==> config.mk <==
export PLATFORM = sky130hd
export DESIGN_NAME = aes_mixcol_addkey_collect
export DESIGN_NICKNAME = d
export VERILOG_FILES = /design/src/rtl/aes_mixcol_addkey_collect_pkg.sv /design/src/rtl/aes_mixcol_addkey_collect_col_addkey.sv /design/src/rtl/aes_mixcol_addkey_collect.sv
export SDC_FILE = /design/constraint.sdc
export NUM_CORES = 1
export LEC_CHECK = 0
export CAP_MARGIN = 10
export CELL_PAD_IN_SITES_DETAIL_PLACEMENT = 1
export CELL_PAD_IN_SITES_GLOBAL_PLACEMENT = 1
export CORE_AREA = 10 10 234 236
export CTS_BUF_LIST = sky130_fd_sc_hd__clkbuf_4
export DETAILED_ROUTE_END_ITERATION = 10
export DIE_AREA = 0 0 244 246
export PLACE_DENSITY = 0.64
export SYNTH_ARGS = -nofsm -noshare
export SYNTH_HDL_FRONTEND = slang
export SYNTH_HIERARCHICAL = 1
export SYNTH_SLANG_ARGS = --single-unit
==> constraint.sdc <==
create_clock -name clk -period 3.5 [get_ports clk]
set_input_delay 0.35 -clock clk [delete_from_list [all_inputs] [get_ports clk]]
set_output_delay 0.35 -clock clk [all_outputs]
set_load 0.05 [all_outputs]
==> src/rtl/aes_mixcol_addkey_collect_pkg.sv <==
// Shared AES column/state definitions: widths, column index type, word slicing.
// Pure declarations; no latency.
// No flow control of its own.
package aes_mixcol_addkey_collect_pkg;

  localparam int AES_COL_W = 32;
  localparam int AES_NCOL  = 4;

  typedef logic [1:0]                       col_idx_t;
  typedef logic [AES_COL_W-1:0]             aes_word_t;
  typedef logic [AES_NCOL*AES_COL_W-1:0]    aes_state_t;

  typedef enum logic {
    COLLECT = 1'b0,
    HOLD    = 1'b1
  } collect_fsm_t;

  localparam col_idx_t LAST_IDX = col_idx_t'(AES_NCOL - 1);

  // Word k of a state or key lives at bits [127-32k -: 32]; word 0 is the MSW.
  function automatic aes_word_t get_word(input aes_state_t s, input col_idx_t k);
    return s[AES_NCOL*AES_COL_W-1 - AES_COL_W*int'(k) -: AES_COL_W];
  endfunction

endpackage

==> src/rtl/aes_mixcol_addkey_collect_col_addkey.sv <==
// Per-column AddRoundKey with optional removal of an upstream complement.
// Combinational, zero cycles.
// No flow control; the caller qualifies the result with its own handshake.
module aes_col_addkey
  import aes_mixcol_addkey_collect_pkg::*;
#(
  parameter bit INV_IN = 1'b1
) (
  input  logic [AES_COL_W-1:0] col,
  input  logic [AES_COL_W-1:0] rk_word,
  output logic [AES_COL_W-1:0] word
);

  logic [AES_COL_W-1:0] d;

  // Undo the complement carried by the inverted-output MixColumns stage, then add the key word.
  always_comb begin
    d    = INV_IN ? ~col : col;
    word = d ^ rk_word;
  end

endmodule

==> src/rtl/aes_mixcol_addkey_collect.sv <==
// Collects four key-added MixColumns columns into one 128-bit round state.
// state_valid_o rises 1 cycle after the 4th column is accepted.
// While a state is held, col_ready_o follows state_ready_i so the next column can overlap the handoff.
module aes_mixcol_addkey_collect
  import aes_mixcol_addkey_collect_pkg::*;
#(
  parameter int COL_W  = 32,
  parameter int NCOL   = 4,
  parameter bit INV_IN = 1'b1
) (
  input  logic                  clk,
  input  logic                  rst,
  input  logic [COL_W-1:0]      col_i,
  input  logic                  col_valid_i,
  output logic                  col_ready_o,
  input  logic [NCOL*COL_W-1:0] rk_i,
  input  logic                  flush_i,
  output logic [NCOL*COL_W-1:0] state_o,
  output logic                  state_valid_o,
  input  logic                  state_ready_i,
  output logic [1:0]            col_idx_o
);

  collect_fsm_t fsm_q;
  col_idx_t     idx_q;
  aes_state_t   rk_q;
  aes_state_t   state_q;
  logic         valid_q;

  logic         accept;
  aes_word_t    rk_word;
  aes_word_t    col_word;

  // In HOLD a column may only enter on the same cycle the finished state leaves.
  assign col_ready_o = (fsm_q == COLLECT) ? 1'b1 : state_ready_i;
  assign accept      = col_valid_i && col_ready_o;

  // Column 0 uses the live key (captured in the same cycle); later columns use the captured copy.
  always_comb begin
    rk_word = (idx_q == 2'd0) ? get_word(rk_i, 2'd0) : get_word(rk_q, idx_q);
  end

  aes_col_addkey #(
    .INV_IN (INV_IN)
  ) u_col_addkey (
    .col     (col_i),
    .rk_word (rk_word),
    .word    (col_word)
  );

  // Collection FSM: gathers columns, holds the finished state until handed off.
  always_ff @(posedge clk) begin
    if (rst) begin
      fsm_q   <= COLLECT;
      idx_q   <= 2'd0;
      valid_q <= 1'b0;
      state_q <= '0;
      rk_q    <= '0;
    end else begin
      case (fsm_q)
        COLLECT: begin
          if (flush_i) begin
            // Partial words stay in state_q but are never exposed as valid.
            idx_q <= 2'd0;
          end else if (accept) begin
            state_q[AES_NCOL*AES_COL_W-1 - AES_COL_W*int'(idx_q) -: AES_COL_W] <= col_word;
            if (idx_q == 2'd0) begin
              rk_q <= rk_i;
            end
            if (idx_q == LAST_IDX) begin
              fsm_q   <= HOLD;
              valid_q <= 1'b1;
              idx_q   <= 2'd0;
            end else begin
              idx_q <= idx_q + 2'd1;
            end
          end
        end
        HOLD: begin
          // flush_i is deliberately ignored here: a finished state is never dropped.
          if (state_ready_i) begin
            fsm_q   <= COLLECT;
            valid_q <= 1'b0;
            if (accept) begin
              state_q[AES_NCOL*AES_COL_W-1 -: AES_COL_W] <= col_word;
              rk_q  <= rk_i;
              idx_q <= 2'd1;
            end else begin
              idx_q <= 2'd0;
            end
          end
        end
        default: begin
          fsm_q <= COLLECT;
          idx_q <= 2'd0;
        end
      endcase
    end
  end

  assign state_o       = state_q;
  assign state_valid_o = valid_q;
  assign col_idx_o     = idx_q;

endmodule
Word level (Yosys, flattened, before mapping). Index checks and enable logic that the tools add are counted.

Output and inout port bits: 132. Bits of input ports: 165. Register bits: 260. Logic and storage cells: 61.

Equal/unequal tests: 8. Multiplexer cells: 30. Shifts and indexed selects: 3. Reductions and logical operators: 7. Add/subtract/negate cells: 3. Bitwise logic cells: 4.

Operator list (count): $mux W128 (7); $pmux W128 S2 (1); $shift A32 B33 Y159 const A (1); $shiftx A159 B8 Y32 (1); $shiftx A32 B33 Y159 (1); $bwmux W128 (1); $mux W32 (3); $pmux W32 S2 (1); $neg A8 Y33 (1); $not A32 Y32 (1); $xor A32 B32 Y32 (1); $mux W1 (10); $mux W2 (4); $reduce_and A4 Y1 (2); $sub A7 B7 Y8 const A (1); $ne A2 B1 Y1 const B (3); $ne A2 B2 Y1 const B (3); $reduce_and A5 Y1 (1); $pmux W1 S2 (2); $pmux W2 S2 (1); $ne A3 B3 Y1 const B (1); $reduce_and A3 Y1 (1); $add A2 B1 Y2 const B (1); $eq A2 B2 Y1 const B (1); 4 further kinds (5).

Logic depth before layout (Yosys ltp). Gate-level depths: netlist of the first run.

Depth in word-level cells: 9. Gate-level depth with buffers: 11. Gate-level depth less buffers: 6.

By module. The synthesis of the first run kept the hierarchy.

Modules (own cells, without submodules): aes_mixcol_addkey_collect (sequential area each 5205.0 um2, cells an instance 1296, area each 12076.6 um2, instances 1); aes_col_addkey (sequential area each 0.0 um2, cells an instance 32, area each 280.3 um2, instances 1).

Least setup slack after synthesis of the first run. No wires, ideal clock.

Kind: register -> register. From: reg idx_q[0], in the netlist col_idx_o[0]. To: reg state_q[100], in the netlist state_o[100]. Required time: 3.404 ns. Clock period less this slack: 2.854 ns. Buffers on the path: 4. Setup slack: 0.646 ns. Arrival time: 2.758 ns. Cell stages (with the launch flop): 11. Setup time: 0.096 ns. Path through: dfxtp_1 -> buf_2 -> buf_2 -> inv_1 -> ha_1 -> buf_2 -> clkbuf_1 -> mux2_2 -> xnor2_1 -> inv_1 -> o41ai_2.

Cells in the longest elaborated chain, start to end: 9. Elaborated cells on any way between the ends: 14. Those cells by class: add/sub: 2; shift: 3; mux: 7; bitwise: 1; reduce/logical: 1.

Ends and longest elaborated chain: start, declared (line aes_mixcol_addkey_collect.sv:25) `col_idx_t idx_q;`; start signal, assigned (line aes_mixcol_addkey_collect.sv:75) `idx_q <= idx_q + 2'd1;`; $sub A7 B7 Y8 (line aes_mixcol_addkey_collect_pkg.sv:22) `return s[AES_NCOL*AES_COL_W-1 - AES_COL_W*int'(k) -: AES_COL_W];`; $shiftx A159 B8 Y32 (line aes_mixcol_addkey_collect_pkg.sv:22); $mux W32 * (line aes_mixcol_addkey_collect.sv:40) `rk_word = (idx_q == 2'd0) ? get_word(rk_i, 2'd0) : get_word(rk_q, idx_q);`; via rk_word[4] (line aes_mixcol_addkey_collect.sv:31) `aes_word_t rk_word;`; $xor A32 B32 Y32 * (line aes_mixcol_addkey_collect_col_addkey.sv:19) `word = d ^ rk_word;`; via col_word[4] (line aes_mixcol_addkey_collect.sv:32) `aes_word_t col_word;`; $shiftx A32 B33 Y159 (line aes_mixcol_addkey_collect.sv:66) `state_q[AES_NCOL*AES_COL_W-1 - AES_COL_W*int'(idx_q) -: AES_COL_W] <= col_word;`; $bwmux W128 (line aes_mixcol_addkey_collect.sv:66); $mux W128 (line aes_mixcol_addkey_collect.sv:65) `end else if (accept) begin`; $mux W128 (line aes_mixcol_addkey_collect.sv:62) `if (flush_i) begin`; $pmux W32 S2 * (line aes_mixcol_addkey_collect.sv:60) `case (fsm_q)`; end signal, assigned by index (line aes_mixcol_addkey_collect.sv:66); end signal, assigned by index (line aes_mixcol_addkey_collect.sv:85) `state_q[AES_NCOL*AES_COL_W-1 -: AES_COL_W] <= col_word;`; end, declared (line aes_mixcol_addkey_collect.sv:27) `aes_state_t state_q;`.

The timed path passes the listed nets; every way through them passes the cells marked *. The select of a mux whose other input is x is not followed. A chain may end at the register's enable or synchronous reset.

Worst setup path after layout of the first run.
From: reg idx_q[1], in the netlist col_idx_o[1]. To: reg state_q[120], in the netlist state_o[120].

The elaborated chain is that of the path after synthesis.

==> impl_metrics.json, run 1 <==
{
  "status": "completed",
  "crit_chain": "inv_1 -> ha_2 -> buf_12 -> mux2_2 -> xnor2_1 -> inv_1 -> o41ai_2",
  "cts_buffers": 78,
  "port-buffer-count": 296,
  "clock-sinks": 260,
  "drc": 0,
  "io_pins": 297,
  "root_buffer": "clkbuf_4",
  "grt_util_all_layers_pct": 16.6,
  "htree_levels": 3,
  "cp-start-kind": "flop",
  "synth_area_mm2": 0.0124,
  "finalMaxSlewViolations": 0,
  "drive_gt1_share_pct": 16.6,
  "powerDensity_mw_per_mm2": 439,
  "cp-end-kind": "flop",
  "synth.distinct_cells": 35,
  "grt_pass1_wl_um": 77800,
  "place_congestion": 0.788,
  "yosysTopAreaCell": "dfxtp_1",
  "synth-seq-cells": 260,
  "initial_utilization_pct": 24.8,
  "placed_area_mm2": 0.0156,
  "vias_per_cell": 5.03,
  "grt_max_degree": 129,
  "die_x_um": 244,
  "synthArstFlopShare_pct": 0,
  "ys_warn_count": 6,
  "ir_drop_mv": 0.200,
  "vias": 11624,
  "syn_inst": 1328,
  "row_count": 82,
  "min_period_over_period_pct": 87.3,
  "critPathKind": "reg -> reg",
  "fin_worst_skew_ns": 0.0418,
  "post-route-min-period_ns": 3.06,
  "worstMarginPinSlew_ns": 1.14,
  "synthTopCellsByCount": "dfxtp_1 (260), a21oi_1 (229), nand3_1 (224), o211ai_1 (128), nand2_1 (97)",
  "first_pass_iters": 4,
  "leakage_nw": 5.51,
  "crit_path_frequent_cell": "inv_1",
  "hold_buffers": 0,
  "synthesis.nets": 1498,
  "hpwlAfterDp_um": 35500,
  "fmax_ghz": 0.327,
  "slew_headroom_pct": 23.7,
  "antenna_left": 0,
  "path_buf_inv": 3,
  "hp-class": "in -> reg",
  "cp_top_family": "adder cells",
  "post_cts_buffers": 0,
  "final_cell_area_mm2": 0.0167,
  "synth_top_area_share_pct": 42.1,
  "finalHoldViolCount": 0,
  "coreArea_mm2": 0.0499,
  "cpMaxStageDelayCell": "ha_2",
  "cts_tree": "yes",
  "wl_um": 51900,
  "die_height_um": 246,
  "synth.most_common_cell": "dfxtp_1",
  "yosysSeqAreaShare_pct": 42.1,
  "synth-edff-count": 0,
  "die_area_mm2": 0.0600,
  "worstPathMaxFanout": 24,
  "clk_latency_ns": 0.78,
  "worst_path_largest_cell_delay_ns": 0.75,
  "antenna_found_initial": 6,
  "final.setup.tns_ns": 0,
  "max_cap_violations": 0,
  "gr-total-overflow": 0,
  "area_delta_synth_final_pct": 34.9,
  "required_ns": 4.19,
  "fin_nets": 1742,
  "critPathArrivalTime_ns": 3.74,
  "setup_viol": 0,
  "wl_per_cell_um": 22.4,
  "ctsResizeCount": 0,
  "avgSynthCellArea_um2": 9.30,
  "clk_pin_slew_ns": 0.06,
  "cts.path.max_buffers": 3,
  "ys.flop_type": "dfxtp_1",
  "drt_iter0_drc": 765,
  "grt_pass1_vias": 12233,
  "rsz0062_at_grt": "false",
  "synth.top_cells.by_area": "dfxtp_1 (42%), a21oi_1 (9.3%), nand3_1 (9.1%)"
}
[cells in the final DEF (no fill, tap or decap), drive strengths merged, types with 2 or more instances in the layout]
| master | synthesis | final |
|---|---|---|
| clkdlybuf4s50 | 0 | 294 |
| dfxtp | 260 | 260 |
| a21oi | 229 | 229 |
| nand3 | 225 | 225 |
| o211ai | 128 | 128 |
| clkbuf | 68 | 114 |
| nand2 | 97 | 97 |
| inv | 35 | 37 |
| buf | 98 | 36 |
| mux4 | 32 | 32 |
| mux2 | 32 | 32 |
| nand4b | 32 | 32 |
| xnor2 | 32 | 32 |
| o41ai | 32 | 32 |
| clkinv | 0 | 20 |
| diode | 0 | 6 |
| bufinv | 0 | 5 |
| ha | 5 | 5 |
| and4bb | 4 | 4 |
| nand4bb | 4 | 4 |
| nor2 | 2 | 2 |
| nor2b | 2 | 2 |
| and2 | 2 | 2 |
| o21ai | 2 | 2 |
[cell families after synthesis]
family	after synthesis	share of synthesized area (%)
simple gates	373	15.8
flops	260	42.1
xor+xnor	32	2.27
buf+inv	201	9.13
mux	64	8.75
fa+ha+maj	5	0.506
compound gates	393	21.4
[registers in the layout (all words and copies together) (netlist names)]
register	flops
col_idx_o	2
fsm_q	1
rk_q	128
state_o	128
state_valid_o	1
[through the flow]
| stage | setup WS (ns) | std cells | total power [mW] | hold slack, ns | utilization (%) |
|---|---|---|---|---|---|
| 6_report | 0.443 | 2311 | 7.32 | 0.0903 | 33.4 |
| 5_1_grt | 0.243 | 2311 | 7.71 | 0.0554 | 33.4 |
| 4_1_cts | 0.334 | 2305 | 7.47 | 0.00636 | 33.4 |
| 3_5_place_dp | 0.385 | 2164 | 4.11 | 0.447 | 31.2 |
| 3_3_place_gp | 0.470 | 2164 | 4.09 | 0.439 | 31.2 |
| 2_1_floorplan | 0.646 | 1328 | 3.67 | 0.445 | - |
[layer usage]
| metal | vias up | GRT usage [%] | share of wire [%] |
|---|---|---|---|
| met4 | 0 | 5.63 | 1.7 |
| li1 | 5415 | - | - |
| met1 | 5814 | 21.8 | 47 |
| met3 | 52 | 4.44 | 6.0 |
| met2 | 343 | 26.0 | 46 |
| met5 | - | 0 | 0 |
[worst paths after layout]
path	end	from	slack, ns	cells past startpoint
setup reg to reg	state_o[120]	col_idx_o[1]	0.44	7
hold / removal	state_o[60]	rst	0.09	2
hold reg to reg	state_o[68]	state_o[68]	0.45	2
setup / recovery	state_o[120]	col_idx_o[1]	0.44	7
[where the power goes]
group          switching (mW)  leakage (nW)  internal [mW]  total (mW)
registers              0.0485          2.11           3.04        3.09
clock network            1.42         0.637           1.86        3.28
logic                   0.548          2.76          0.408       0.955
total                    2.02          5.51           5.31        7.32
[final cells by class]
cell class,instances,area (um^2)
fill,5788,33200
multi-input combinational,867,6080
sequential,260,5210
timing repair buffer,330,3300
clock buffer,114,856
tap,672,841
clock inverter,27,234
inverter,35,131
antenna,6,15.0
No activity file was read; power rests on OpenSTA's default activity.
==> run 2: changes to the inputs <==
--- a/config.mk
+++ b/config.mk
@@ -12,7 +12,7 @@
 export CTS_BUF_LIST = sky130_fd_sc_hd__clkbuf_4
 export DETAILED_ROUTE_END_ITERATION = 10
 export DIE_AREA = 0 0 244 246
-export PLACE_DENSITY = 0.64
+export PLACE_DENSITY_LB_ADDON = 0.1
 export SYNTH_ARGS = -nofsm -noshare
 export SYNTH_HDL_FRONTEND = slang
 export SYNTH_HIERARCHICAL = 1
==> run 2 against run 1 <==
Net effect: via count fell by 1.4%; sequential share of layout area is 0.15 points higher; first-iteration DRC count fell by 5.4%; critical path type is now reg -> out; largest power group is now registers.
==> impl_metrics.json, run 2 (synthesis gave the netlist of run 1 again) <==
{
  "finalHoldViolCount": 0,
  "powerDensity_mw_per_mm2": 418,
  "cpMaxStageDelayCell": "clkdlybuf4s50_1",
  "cp_top_family": "buffers and inverters",
  "root_buffer": "clkbuf_4",
  "cts_tree": "yes",
  "gr-total-overflow": 0,
  "setup_viol": 0,
  "ir_drop_mv": 0.139,
  "clock-sinks": 260,
  "io_pins": 297,
  "fin_worst_skew_ns": 0.0359,
  "cts.path.max_buffers": 3,
  "rsz0062_at_grt": "false",
  "wl_per_cell_um": 23.1,
  "multi_input_area_mm2": 0.00608,
  "drive_gt1_share_pct": 16.5,
  "die_x_um": 244,
  "grt_pass1_wl_um": 79500,
  "path_buf_inv": 1,
  "clk_pin_slew_ns": 0.06,
  "critPathKind": "reg -> out",
  "worstPathMaxFanout": 16,
  "layout_common_cells": "clkdlybuf4s50_1 (294), dfxtp_1 (258), a21oi_1 (229), nand3_1 (224), o211ai_1 (128)",
  "die_height_um": 246,
  "required_ns": 3.15,
  "max_cap_violations": 0,
  "htree_levels": 3,
  "vias_per_cell": 4.98,
  "totalPowerFinal_mw": 6.93,
  "ctsResizeCount": 0,
  "worstMarginPinSlew_ns": 1.12,
  "port-buffer-count": 296,
  "leakage_nw": 5.46,
  "fillerInstances": 5817,
  "regArea_mm2": 0.00521,
  "cts_buffers": 81,
  "slew_headroom_pct": 25.6,
  "first_pass_iters": 5,
  "hpwlAfterDp_um": 34600,
  "coreArea_mm2": 0.0499,
  "row_count": 82,
  "post-route-min-period_ns": 3.03,
  "vias": 11467,
  "drt_iter0_drc": 724,
  "critPathArrivalTime_ns": 2.68,
  "crit_chain": "or2b_1 -> clkdlybuf4s50_1",
  "antenna_found_initial": 5,
  "final_common_cell": "clkdlybuf4s50_1",
  "clk_latency_ns": 0.80,
  "wl_um": 53100,
  "cp-start-kind": "flop",
  "drc": 0,
  "grt_max_degree": 129,
  "place_congestion": 0.753,
  "final.setup.tns_ns": 0,
  "initial_utilization_pct": 24.8,
  "min_period_over_period_pct": 86.6,
  "worst_path_largest_cell_delay_ns": 0.77,
  "grt_pass1_vias": 12121,
  "fin_nets": 1747,
  "area_delta_synth_final_pct": 34.2,
  "finalMaxSlewViolations": 0,
  "grt_util_all_layers_pct": 17.1,
  "cp-end-kind": "output port",
  "status": "completed",
  "hp-class": "in -> reg",
  "fmax_ghz": 0.330,
  "antenna_left": 0,
  "die_area_mm2": 0.0600
}
==> run 2: cell types whose count changed in the layout (fill, tap and decap cells not counted) <==
cell | before | now
buf_12 | 6 | 12
buf_4 | 29 | 23
bufinv_16 | 5 | 0
clkbuf_4 | 114 | 115
clkinv_1 | 19 | 8
clkinv_2 | 1 | 0
diode_2 | 6 | 10
dlygate4sd3_1 | 0 | 2
inv_2 | 2 | 3
==> run 2: metrics by stage <==
stage	instance area (um^2)	utilization (%)	instances	hold slack (ns)	setup slack [ns]
finish	16600	33.3	2302	0.148	0.471
floorplan	12400	-	1328	0.445	0.646
global route	16600	33.3	2301	0.0512	0.302
CTS	16600	33.2	2292	0.0645	0.383
detailed placement	15600	31.4	2164	0.446	0.710
global placement	15600	31.4	2164	0.439	0.777
==> run 2: worst min-delay path, stage by stage <==
cell and delay (ns):
clkdlybuf4s50_1 0.40, o211ai_1 0.09, a21oi_1 0.06
==> run 2: cell type report <==
type	instances	share of cell area [%]
Clock buffer	115	5.20
Antenna cell	10	0.151
Clock inverter	11	0.249
Sequential cell	260	31.4
Multi-Input combinational cell	867	36.7
Tap cell	672	5.07
Timing Repair Buffer	332	20.4
Inverter	35	0.792
==> run 2: layer usage <==
| metal | GRT usage, % | vias up | routed length [um] |
|---|---|---|---|
| li1 | - | 5420 | - |
| met1 | 23.0 | 5700 | 25100 |
| met2 | 26.6 | 274 | 24700 |
| met3 | 4.00 | 73 | 2370 |
| met4 | 5.02 | 0 | 907 |
| met5 | 0 | - | 0 |
==> run 2: path summary, 6_finish.rpt <==
| path | start | end | slack [ns] | cells past startpoint |
|---|---|---|---|---|
| worst max-delay path | fsm_q | col_ready_o | 0.47 | 2 |
| worst min register to register | state_o[85] | state_o[85] | 0.45 | 2 |
| worst max register to register | col_idx_o[1] | state_o[106] | 0.83 | 7 |
| worst min-delay path | rk_i[57] | rk_q[57] | 0.15 | 3 |
==> run 2: repair_timing <==
item | CTS | global route
hold buffers | 2 | 0
endpoints found under the hold margin | 67 | 0
setup buffers | 0 | 0
setup endpoints to repair | 0 | 0
==> run 2: power breakdown <==
group | leakage, nW | switching [mW] | internal, mW
logic | 2.79 | 0.561 | 0.421
registers | 2.11 | 0.0478 | 3.04
clock network | 0.554 | 1.38 | 1.48
